### config.mk
export PLATFORM = sky130hd
export DESIGN_NAME = key_debounce
export DESIGN_NICKNAME = d
export VERILOG_FILES = /design/src/rtl/key_debounce.sv
export SDC_FILE = /design/constraint.sdc
export NUM_CORES = 1
export LEC_CHECK = 0
export ABC_AREA = 1
export CAP_MARGIN = 25
export CORE_ASPECT_RATIO = 0.5
export CORE_UTILIZATION = 40
export CTS_BUF_LIST = sky130_fd_sc_hd__clkbuf_8 sky130_fd_sc_hd__clkbuf_16
export CTS_CLUSTER_DIAMETER = 150
export DETAILED_ROUTE_END_ITERATION = 16
export SYNTH_ARGS = -nofsm -noshare
export SYNTH_HDL_FRONTEND = slang
export SYNTH_SLANG_ARGS = --single-unit
### constraint.sdc
create_clock -name clk -period 7.5 [get_ports clk]
set_input_delay 1.5 -clock clk [delete_from_list [all_inputs] [get_ports clk]]
set_output_delay 1.5 -clock clk [all_outputs]
set_load 0.03 [all_outputs]
### src/rtl/key_debounce.sv
// key_debounce: synchronises and debounces a vector of raw key inputs.
// Each bit passes through a two-flop synchroniser and then a stability
// counter. The clean level flips only after the synchronised level has
// disagreed with it for STABLE_CYCLES consecutive clocks. Any single
// agreeing cycle restarts the count, which rejects contact bounce.
// Registered press/release strobes mark each clean edge for one cycle.

module key_debounce #(
  parameter int WIDTH         = 4,
  parameter int STABLE_CYCLES = 50000
) (
  input  logic             clk,
  input  logic             rst,
  input  logic [WIDTH:1]   key_raw,
  output logic [WIDTH:1]   key_clean,
  output logic [WIDTH:1]   key_press,
  output logic [WIDTH:1]   key_release,
  output logic             key_change
);

  // Counter width is derived from the hold time and is not overridable.
  localparam int CNT_W = $clog2(STABLE_CYCLES + 1);

  // Terminal count: on this value a further mismatch flips the clean level.
  localparam logic [CNT_W-1:0] CNT_LAST = CNT_W'(STABLE_CYCLES - 1);
  localparam logic [CNT_W-1:0] CNT_ONE  = CNT_W'(1);
  localparam logic [CNT_W-1:0] CNT_ZERO = CNT_W'(0);

  // Synchroniser stages; only sync2_q feeds the filter.
  logic [WIDTH:1]            sync1_q;
  logic [WIDTH:1]            sync2_q;

  // Per-bit stability counters, packed so they reset and default as one word.
  logic [WIDTH:1][CNT_W-1:0] cnt_q;
  logic [WIDTH:1][CNT_W-1:0] cnt_d;

  // Clean level and one-cycle edge strobes, all registered.
  logic [WIDTH:1]            key_clean_q;
  logic [WIDTH:1]            key_clean_d;
  logic [WIDTH:1]            key_press_q;
  logic [WIDTH:1]            key_press_d;
  logic [WIDTH:1]            key_release_q;
  logic [WIDTH:1]            key_release_d;
  logic                      key_change_q;
  logic                      key_change_d;

  // Two-flop synchroniser bringing the asynchronous keys into the clk domain.
  always_ff @(posedge clk or posedge rst) begin
    if (rst) begin
      sync1_q <= '0;
      sync2_q <= '0;
    end else begin
      sync1_q <= key_raw;
      sync2_q <= sync1_q;
    end
  end

  // Per-bit filter: count consecutive mismatches, flip and strobe on the last one.
  always_comb begin
    key_clean_d   = key_clean_q;
    key_press_d   = '0;
    key_release_d = '0;
    cnt_d         = '0;
    for (int i = 1; i <= WIDTH; i++) begin
      if (sync2_q[i] != key_clean_q[i]) begin
        // The >= guard keeps the counter pinned at its terminal value even
        // if an upset ever pushed it past, so it can never wrap.
        if (cnt_q[i] >= CNT_LAST) begin
          key_clean_d[i]   = sync2_q[i];
          key_press_d[i]   = sync2_q[i];
          key_release_d[i] = ~sync2_q[i];
          cnt_d[i]         = CNT_ZERO;
        end else begin
          cnt_d[i]         = cnt_q[i] + CNT_ONE;
        end
      end else begin
        // A matching cycle is the glitch-rejection point: restart the count.
        cnt_d[i] = CNT_ZERO;
      end
    end
    // Several bits may flip together; they still produce one change pulse.
    key_change_d = |(key_press_d | key_release_d);
  end

  // Filter state and output registers.
  always_ff @(posedge clk or posedge rst) begin
    if (rst) begin
      cnt_q         <= '0;
      key_clean_q   <= '0;
      key_press_q   <= '0;
      key_release_q <= '0;
      key_change_q  <= 1'b0;
    end else begin
      cnt_q         <= cnt_d;
      key_clean_q   <= key_clean_d;
      key_press_q   <= key_press_d;
      key_release_q <= key_release_d;
      key_change_q  <= key_change_d;
    end
  end

  assign key_clean   = key_clean_q;
  assign key_press   = key_press_q;
  assign key_release = key_release_q;
  assign key_change  = key_change_q;

endmodule

==> flow_summary.yaml, run 1 <==
setup_path:
  critPathSlowestCell: "clkdlybuf4s50_1"
  cpLargestDelayFamily: "buffers and inverters"
  path_max_fanout: 4
  reg2reg_depth: 9
  crit_path_start_kind: "flip-flop"
  path_buf_inv: 1
  path_cells: "clkdlybuf4s50_1"
  max_stage_delay_ps: 700
  reg2reg_from: "cnt_q[16]"
  r2r-end: "key_release[2]"
  worstPathArrival_ps: 1440
  path_class: "reg2out"
  cp-end-kind: "primary output"
  cp.required_ps: 6000
  reg2reg_setup_slack_ps: 5950
placed_design:
  gp_congestion: 0.738
  dp_hpwl_um: 4690
  io_buffers: 18
sta:
  slew_viol_final: 0
  period_minus_slack_ps: 2940
  worstMarginPinSlew_ps: 504
  final_hold_viol_count: 0
  rsz0062_at_grt: "false"
  slew_headroom_pct: 66.4
  clock.fmax_mhz: 340
  final.setup_skew_ps: 5.90
  finalSetupViolCount: 0
  tns_ps: 0
  min_period_over_period_pct: 39.2
die:
  die_height_um: 73.8
  ios: 19
  rows: 25
  start_util_pct: 42.4
  core_um2: 9730
  die_area_um2: 10700
  die_x_um: 146
cts:
  postCtsSetupRepairBufs: 0
  cts.sinks: 85
  cts_htree_levels: 3
  ctsHoldBuffers: 0
  cts_tree: "yes"
  clockBufferDepth: 2
  clock_latency_ps: 340
  clockRootBuffer: "clkbuf_16"
  cts_resized: 0
  cts_buffers: 9
  cts.clk_slew.worst_paths_ps: 60
route:
  dr_total_vias: 2853
  wl_per_cell_um: 10.5
  vias_per_cell: 4.46
  routed_wl_um: 6690
  first_pass_iters: 4
  drc: 0
  ant_nets: 0
  detail_route.iter0.violations: 130
synthesis:
  ys_ff_latch: 85
  synth_cell_types: 29
  yosysTopAreaCellShare_pct: 51.6
  ys_warn_count: 0
  netlist_area_um2: 4130
  synth_seq_area_share_pct: 51.6
  synthCells: 472
  synth_area_leader_cell: "dfrtp_1"
  syn_area_per_cell_um2: 8.74
  synthTopCellsByArea: "dfrtp_1, nand2_1, nor2_1"
  syn_nets: 482
final_layout:
  multiInputGateArea_um2: 1770
  drive_gt1_share_pct: 11.5
  layout_commonest_cell: "nand2_1"
  layout.nets: 509
  most-common-layout-cells: "nand2_1, nor2_1, dfrtp_1"
  antenna_cells: 0
  seqCellArea_um2: 2130
  fillers: 929
  area_growth_syn_to_layout_pct: 15.2
outcome:
  outcome: "completed"
run:
  maxCapViolCount: 0
global_route:
  grt_max_degree: 49
  antenna_found_initial: 0
  first_global_vias: 2821
  gr-total-overflow: 0
  grtUsageTotal_pct: 14.8
  grt_first_pass_wirelength_um: 12300
worst_hold_path:
  holdCritPathClass: "reg2reg"
  hold_end: "sync2_q[2]"
  min_delay_path_depth: 0
  min-delay-start: "sync1_q[2]"
power_and_ir_drop:
  ir_drop_mv: 0.0981
  total_power_uw: 926
  pwr_density_cell_nw_per_um2: 195
  p_leak_nw: 2.17
layout make-up:
type / count / share of cell area, %
clock buffers: 10 / 5.03
repair buffers: 20 / 4.53
clock inverters: 6 / 1.00
inverters: 49 / 3.90
well taps: 135 / 3.55
multi-input cells: 334 / 37.2
flip-flops and latches: 85 / 44.8
registers in the layout, summed over array words and instances (netlist names):
| signal | cells |
|---|---|
| key_clean | 4 |
| sync2_q | 4 |
| sync1_q | 4 |
| cnt_q | 64 |
| key_release | 4 |
| key_change | 1 |
| key_press | 4 |
per-stage QoR:
| step | instances | area, um^2 | util (%) | worst slack [ps] | hold slack, ps |
|---|---|---|---|---|---|
| CTS | 639 | 4750 | 48.8 | 4540 | 359 |
| detailed placement | 623 | 4470 | 45.9 | 4900 | 336 |
| floorplan | 472 | 4130 | - | 3810 | 331 |
| global route | 639 | 4750 | 48.8 | 4490 | 365 |
| global placement | 622 | 4440 | 45.6 | 4550 | 333 |
| finish | 639 | 4750 | 48.8 | 4560 | 355 |
synth_stat cells:
cell	count
nand2_1	107
nor2_1	100
dfrtp_1	85
inv_1	44
xor2_1	32
nand3_1	21
nand3_2	9
nor3_1	9
nand2_2	7
o21ai_0	7
xnor2_1	7
inv_2	5
buf_6	4
ha_1	4
nor2_4	4
nand2_4	3
nand4_1	3
nor3_4	3
a21o_1	2
a21oi_1	2
a31o_2	2
nand3b_1	2
nor2_2	2
o21ai_2	2
o21bai_2	2
and3_1	1
o21ai_1	1
o21bai_1	1
o22ai_1	1
where the power goes:
group          leakage, nW  internal, mW  total [mW]  switching [mW]
Combinational        0.873        0.0109      0.0315          0.0206
Sequential            1.16         0.466       0.471         0.00568
Clock                0.139         0.236       0.423           0.188
Total                 2.17         0.712       0.926           0.214
metal layers:
metal	up-vias	GRT usage [%]	wire length, um
li1	1520	-	-
met1	1301	18.3	3410
met2	24	24.9	3010
met3	8	4.66	183
met4	0	4.91	81
met5	-	0	0
logic make-up (layout without fill, tap and decap cells):
group | after synthesis | after routing | synth area share (%)
buffers and inverters | 53 | 85 | 5.55
adder cells (fa/ha/maj) | 4 | 4 | 1.21
flip-flops | 85 | 85 | 51.6
AND/OR/NAND/NOR | 271 | 271 | 30.1
AO/OA/AOI/OAI | 20 | 20 | 3.31
XOR/XNOR | 39 | 39 | 8.28
worst max path at each step:
stage | startpoint | to | slack [ps] | depth (start not counted)
2_1_floorplan | rst | cnt_q[0] | 3810 | 1
3_5_place_dp | rst | cnt_q[44] | 4900 | 4
6_report | key_clean[4] | key_clean[4] | 4560 | 1
5_1_grt | key_clean[4] | key_clean[4] | 4490 | 1
3_3_place_gp | rst | cnt_q[45] | 4550 | 3
4_1_cts | key_clean[4] | key_clean[4] | 4540 | 1
No activity file was read; power rests on OpenSTA's default activity.
==> run 2: changes to the inputs <==
- clock period: 7.5 -> 2.9 ns (I/O delays scaled with it)
==> flow_summary.yaml, run 2 (synthesis results as in run 1) <==
sta:
  final.setup_skew_ps: 6.80
  worstMarginPinSlew_ps: 449
  period_minus_slack_ps: 2010
  slew_headroom_pct: 70.0
  finalSetupViolCount: 0
  slew_viol_final: 0
  fin_ws_ps: 894
  tns_ps: 0
  final_hold_viol_count: 0
  fin_hold_ws_ps: 349
  clock.fmax_mhz: 499
  rsz0062_at_grt: "false"
  min_period_over_period_pct: 69.2
global_route:
  grtUsageTotal_pct: 14.6
  grt_first_pass_wirelength_um: 12100
  grt_max_degree: 39
  antenna_found_initial: 0
  gr-total-overflow: 0
  first_global_vias: 2728
placed_design:
  pre_cts_ws_ps: 1240
  placed_area_um2: 4460
  dp_hpwl_um: 4730
  gp_congestion: 0.779
  io_buffers: 18
power_and_ir_drop:
  pwr_density_cell_nw_per_um2: 532
  p_leak_nw: 2.19
  ir_drop_mv: 0.367
  total_power_mw: 2.54
setup_path:
  path_cells: "clkdlybuf4s50_1"
  critPathSlowestCell: "clkdlybuf4s50_1"
  crit_start: "key_clean[4]"
  path_buf_inv: 1
  r2r-end: "cnt_q[0]"
  cp.required_ps: 2320
  reg2reg_from: "cnt_q[0]"
  cp-end-kind: "primary output"
  crit_path_start_kind: "flip-flop"
  worstPathArrival_ps: 1430
  reg2reg_setup_slack_ps: 1370
  max_stage_delay_ps: 700
  path_class: "reg2out"
  reg2reg_depth: 10
  path_max_fanout: 4
  cpLargestDelayFamily: "buffers and inverters"
final_layout:
  multiInputGateArea_um2: 1770
  most-common-layout-cells: "nand2_1, nor2_1, dfrtp_1"
  top_register: "cnt_q"
  drive_gt1_share_pct: 11.1
  fillers: 920
  largest_reg_flops: 64
  layout_commonest_cell: "nand2_1"
  seqCellArea_um2: 2130
  area_growth_syn_to_layout_pct: 16.0
  antenna_cells: 0
  layout.nets: 509
  stdcell_area_um2: 4790
cts:
  cts_resized: 0
  cts_buffers: 9
  ctsHoldBuffers: 0
  clockBufferDepth: 2
  cts.sinks: 85
  clock_latency_ps: 340
  cts_htree_levels: 3
  clockRootBuffer: "clkbuf_16"
  cts.clk_slew.worst_paths_ps: 60
  cts_tree: "yes"
  postCtsSetupRepairBufs: 0
route:
  drc: 0
  dr_total_vias: 2864
  detail_route.iter0.violations: 157
  routed_wl_um: 6770
  vias_per_cell: 4.48
  first_pass_iters: 5
  wl_per_cell_um: 10.6
  ant_nets: 0
worst_hold_path:
  holdCritPathClass: "reg2reg"
  hold_end: "sync2_q[2]"
  min-delay-start: "sync1_q[2]"
  min_delay_path_depth: 0
die:
  start_util_pct: 42.4
  rows: 25
  die_x_um: 146
  ios: 19
  core_um2: 9730
  die_area_um2: 10700
  die_height_um: 73.8
run:
  maxCapViolCount: 0
outcome:
  outcome: "completed"
## run 2: worst max path at each step
stage	cells after the start	slack, ps	to
finish	1	890	key_clean[4]
global route	1	830	key_clean[4]
CTS	1	880	key_clean[4]
detailed placement	1	1240	key_clean[4]
global placement	1	1250	key_clean[4]
floorplan	1	130	cnt_q[0]
## run 2: final cells by class
type | instances | share of cell area (%)
timing repair buffer | 20 | 4.34
tap | 135 | 3.53
clock inverter | 5 | 1.57
multi-input combinational | 334 | 37.0
sequential | 85 | 44.4
inverter | 49 | 3.87
clock buffer | 11 | 5.28
## run 2: per-layer routing
metal | track usage (%) | share of wire (%) | wire length, um | vias up
met5 | 0 | 0 | 0 | -
met4 | 6.08 | 1.6 | 110 | 0
met3 | 4.47 | 3.0 | 202 | 10
met2 | 23.4 | 45 | 3020 | 23
met1 | 18.6 | 51 | 3440 | 1326
li1 | - | - | - | 1505
## run 2: power by group
group          switching (mW)  leakage [nW]  internal [mW]
Sequential             0.0149          1.16           1.21
Clock                   0.449         0.164          0.795
Combinational          0.0535         0.869         0.0271
Total                   0.517          2.19           2.03
## run 2: metrics by stage
step,std cells,util (%)
floorplan,472,-
finish,639,49.2
global route,639,49.2
CTS,639,49.2
global placement,623,45.8
detailed placement,623,45.8
==> run 3: changes to the inputs <==
- clock period: 2.9 -> 1.9 ns (I/O delays scaled with it)
==> flow_summary.yaml, run 3 (synthesis results as in run 1) <==
setup_path:
  crit_path_start_kind: "flip-flop"
  cp-end-kind: "primary output"
  worstPathArrival_ps: 1440
  path_class: "reg2out"
  cpLargestDelayFamily: "buffers and inverters"
  cp.required_ps: 1520
  path_max_fanout: 4
  max_stage_delay_ps: 700
  path_cells: "clkdlybuf4s50_1"
  path_buf_inv: 1
  critPathSlowestCell: "clkdlybuf4s50_1"
cts:
  cts_buffers: 9
  cts_resized: 0
  ctsHoldBuffers: 0
  clock_latency_ps: 330
  cts.sinks: 85
  cts_tree: "yes"
  cts.clk_slew.worst_paths_ps: 60
  cts_htree_levels: 3
  clockRootBuffer: "clkbuf_16"
  clockBufferDepth: 2
  postCtsSetupRepairBufs: 0
sta:
  rsz0062_at_grt: "false"
  final.setup_skew_ps: 5.02
  slew_viol_final: 0
  clock.fmax_mhz: 550
  final_hold_viol_count: 0
  min_period_over_period_pct: 95.7
  finalSetupViolCount: 0
  tns_ps: 0
  slew_headroom_pct: 69.4
  worstMarginPinSlew_ps: 460
  period_minus_slack_ps: 1820
global_route:
  grtUsageTotal_pct: 14.3
  gr-usage-met3_pct: 4.29
  first_global_vias: 2686
  grt_use_met2_pct: 23.2
  grt_busiest_layer: "met2"
  grt_max_degree: 86
  met1_usage_pct: 18.4
  gr-total-overflow: 0
  antenna_found_initial: 0
  grt_first_pass_wirelength_um: 12000
outcome:
  outcome: "completed"
route:
  routed_wl_um: 6680
  ant_nets: 0
  dr_total_vias: 2881
  drc: 0
  first_pass_iters: 5
  wl_per_cell_um: 10.5
  vias_per_cell: 4.52
  detail_route.iter0.violations: 140
final_layout:
  drive_gt1_share_pct: 11.3
  largest_reg_flops: 64
  layout_commonest_cell: "nand2_1"
  most-common-layout-cells: "nand2_1, nor2_1, dfrtp_1"
  layout.nets: 508
  area_growth_syn_to_layout_pct: 16.7
  antenna_cells: 0
  top_register: "cnt_q"
die:
  ios: 19
  start_util_pct: 42.4
  rows: 25
  die_x_um: 146
  die_height_um: 73.8
  die_area_um2: 10700
  core_um2: 9730
worst_hold_path:
  holdCritPathClass: "reg2reg"
power_and_ir_drop:
  p_leak_nw: 2.19
  pwr_density_cell_nw_per_um2: 838
  total_power_mw: 4.03
  ir_drop_mv: 0.529
run:
  maxCapViolCount: 0
placed_design:
  gp_congestion: 0.800
  dp_hpwl_um: 4620
  io_buffers: 18
run 3: cell types whose count changed in the layout (fill, tap and decap cells not counted), sizes merged:
cell      change
clkinvlp      +1
buf           -1
bufinv        +1
inv           -2
run 3: per-stage QoR:
step | hold slack (ps) | instances | utilization (%) | worst slack [ps] | area (um^2)
2_1_floorplan | 331 | 472 | - | 500 | 4130
3_3_place_gp | 333 | 622 | 45.8 | 433 | 4450
3_5_place_dp | 336 | 622 | 45.8 | 410 | 4450
4_1_cts | 345 | 638 | 49.5 | 64.1 | 4810
5_1_grt | 353 | 638 | 49.5 | 18.1 | 4810
6_report | 341 | 638 | 49.5 | 81.4 | 4810
run 3: worst paths after layout:
kind / startpoint / end / slack, ps / cells after the start
min in group asynchronous: rst / cnt_q[11] / 500 / 3
max: key_clean[4] / key_clean[4] / 80 / 1
max in group asynchronous: rst / cnt_q[4] / 1020 / 3
max reg2reg: cnt_q[48] / cnt_q[59] / 410 / 10
min reg2reg: sync1_q[3] / sync2_q[3] / 340 / 0
min: sync1_q[3] / sync2_q[3] / 340 / 0
run 3: layout make-up:
type	count	area (um^2)
Fill cell	923	4920
Multi-Input combinational cell	334	1770
Tap cell	135	169
Sequential cell	85	2130
Clock buffer	11	253
Timing Repair Buffer	19	200
Clock inverter	5	106
Inverter	49	188
run 3: worst reg2reg max path, cell delays in order, from the launching register on:
cell	delay (ps)
dfrtp_1	400
ha_1	240
nand3_2	110
nand2_1	60
nand2_1	60
nand2_1	50
nand2_1	70
nand2_2	60
inv_2	90
nand2_4	120
nor2_1	160
run 3: power by group:
part,switching [mW],internal [mW]
registers,0.0223,1.84
clock network,0.692,1.36
logic,0.0813,0.0402
total,0.796,3.24
run 3: layer usage:
metal  part of all wire, %  up-vias
met3                   2.9        7
met1                    51     1331
met2                    45       28
met5                     0        -
met4                   1.1        0
li1                      -     1515
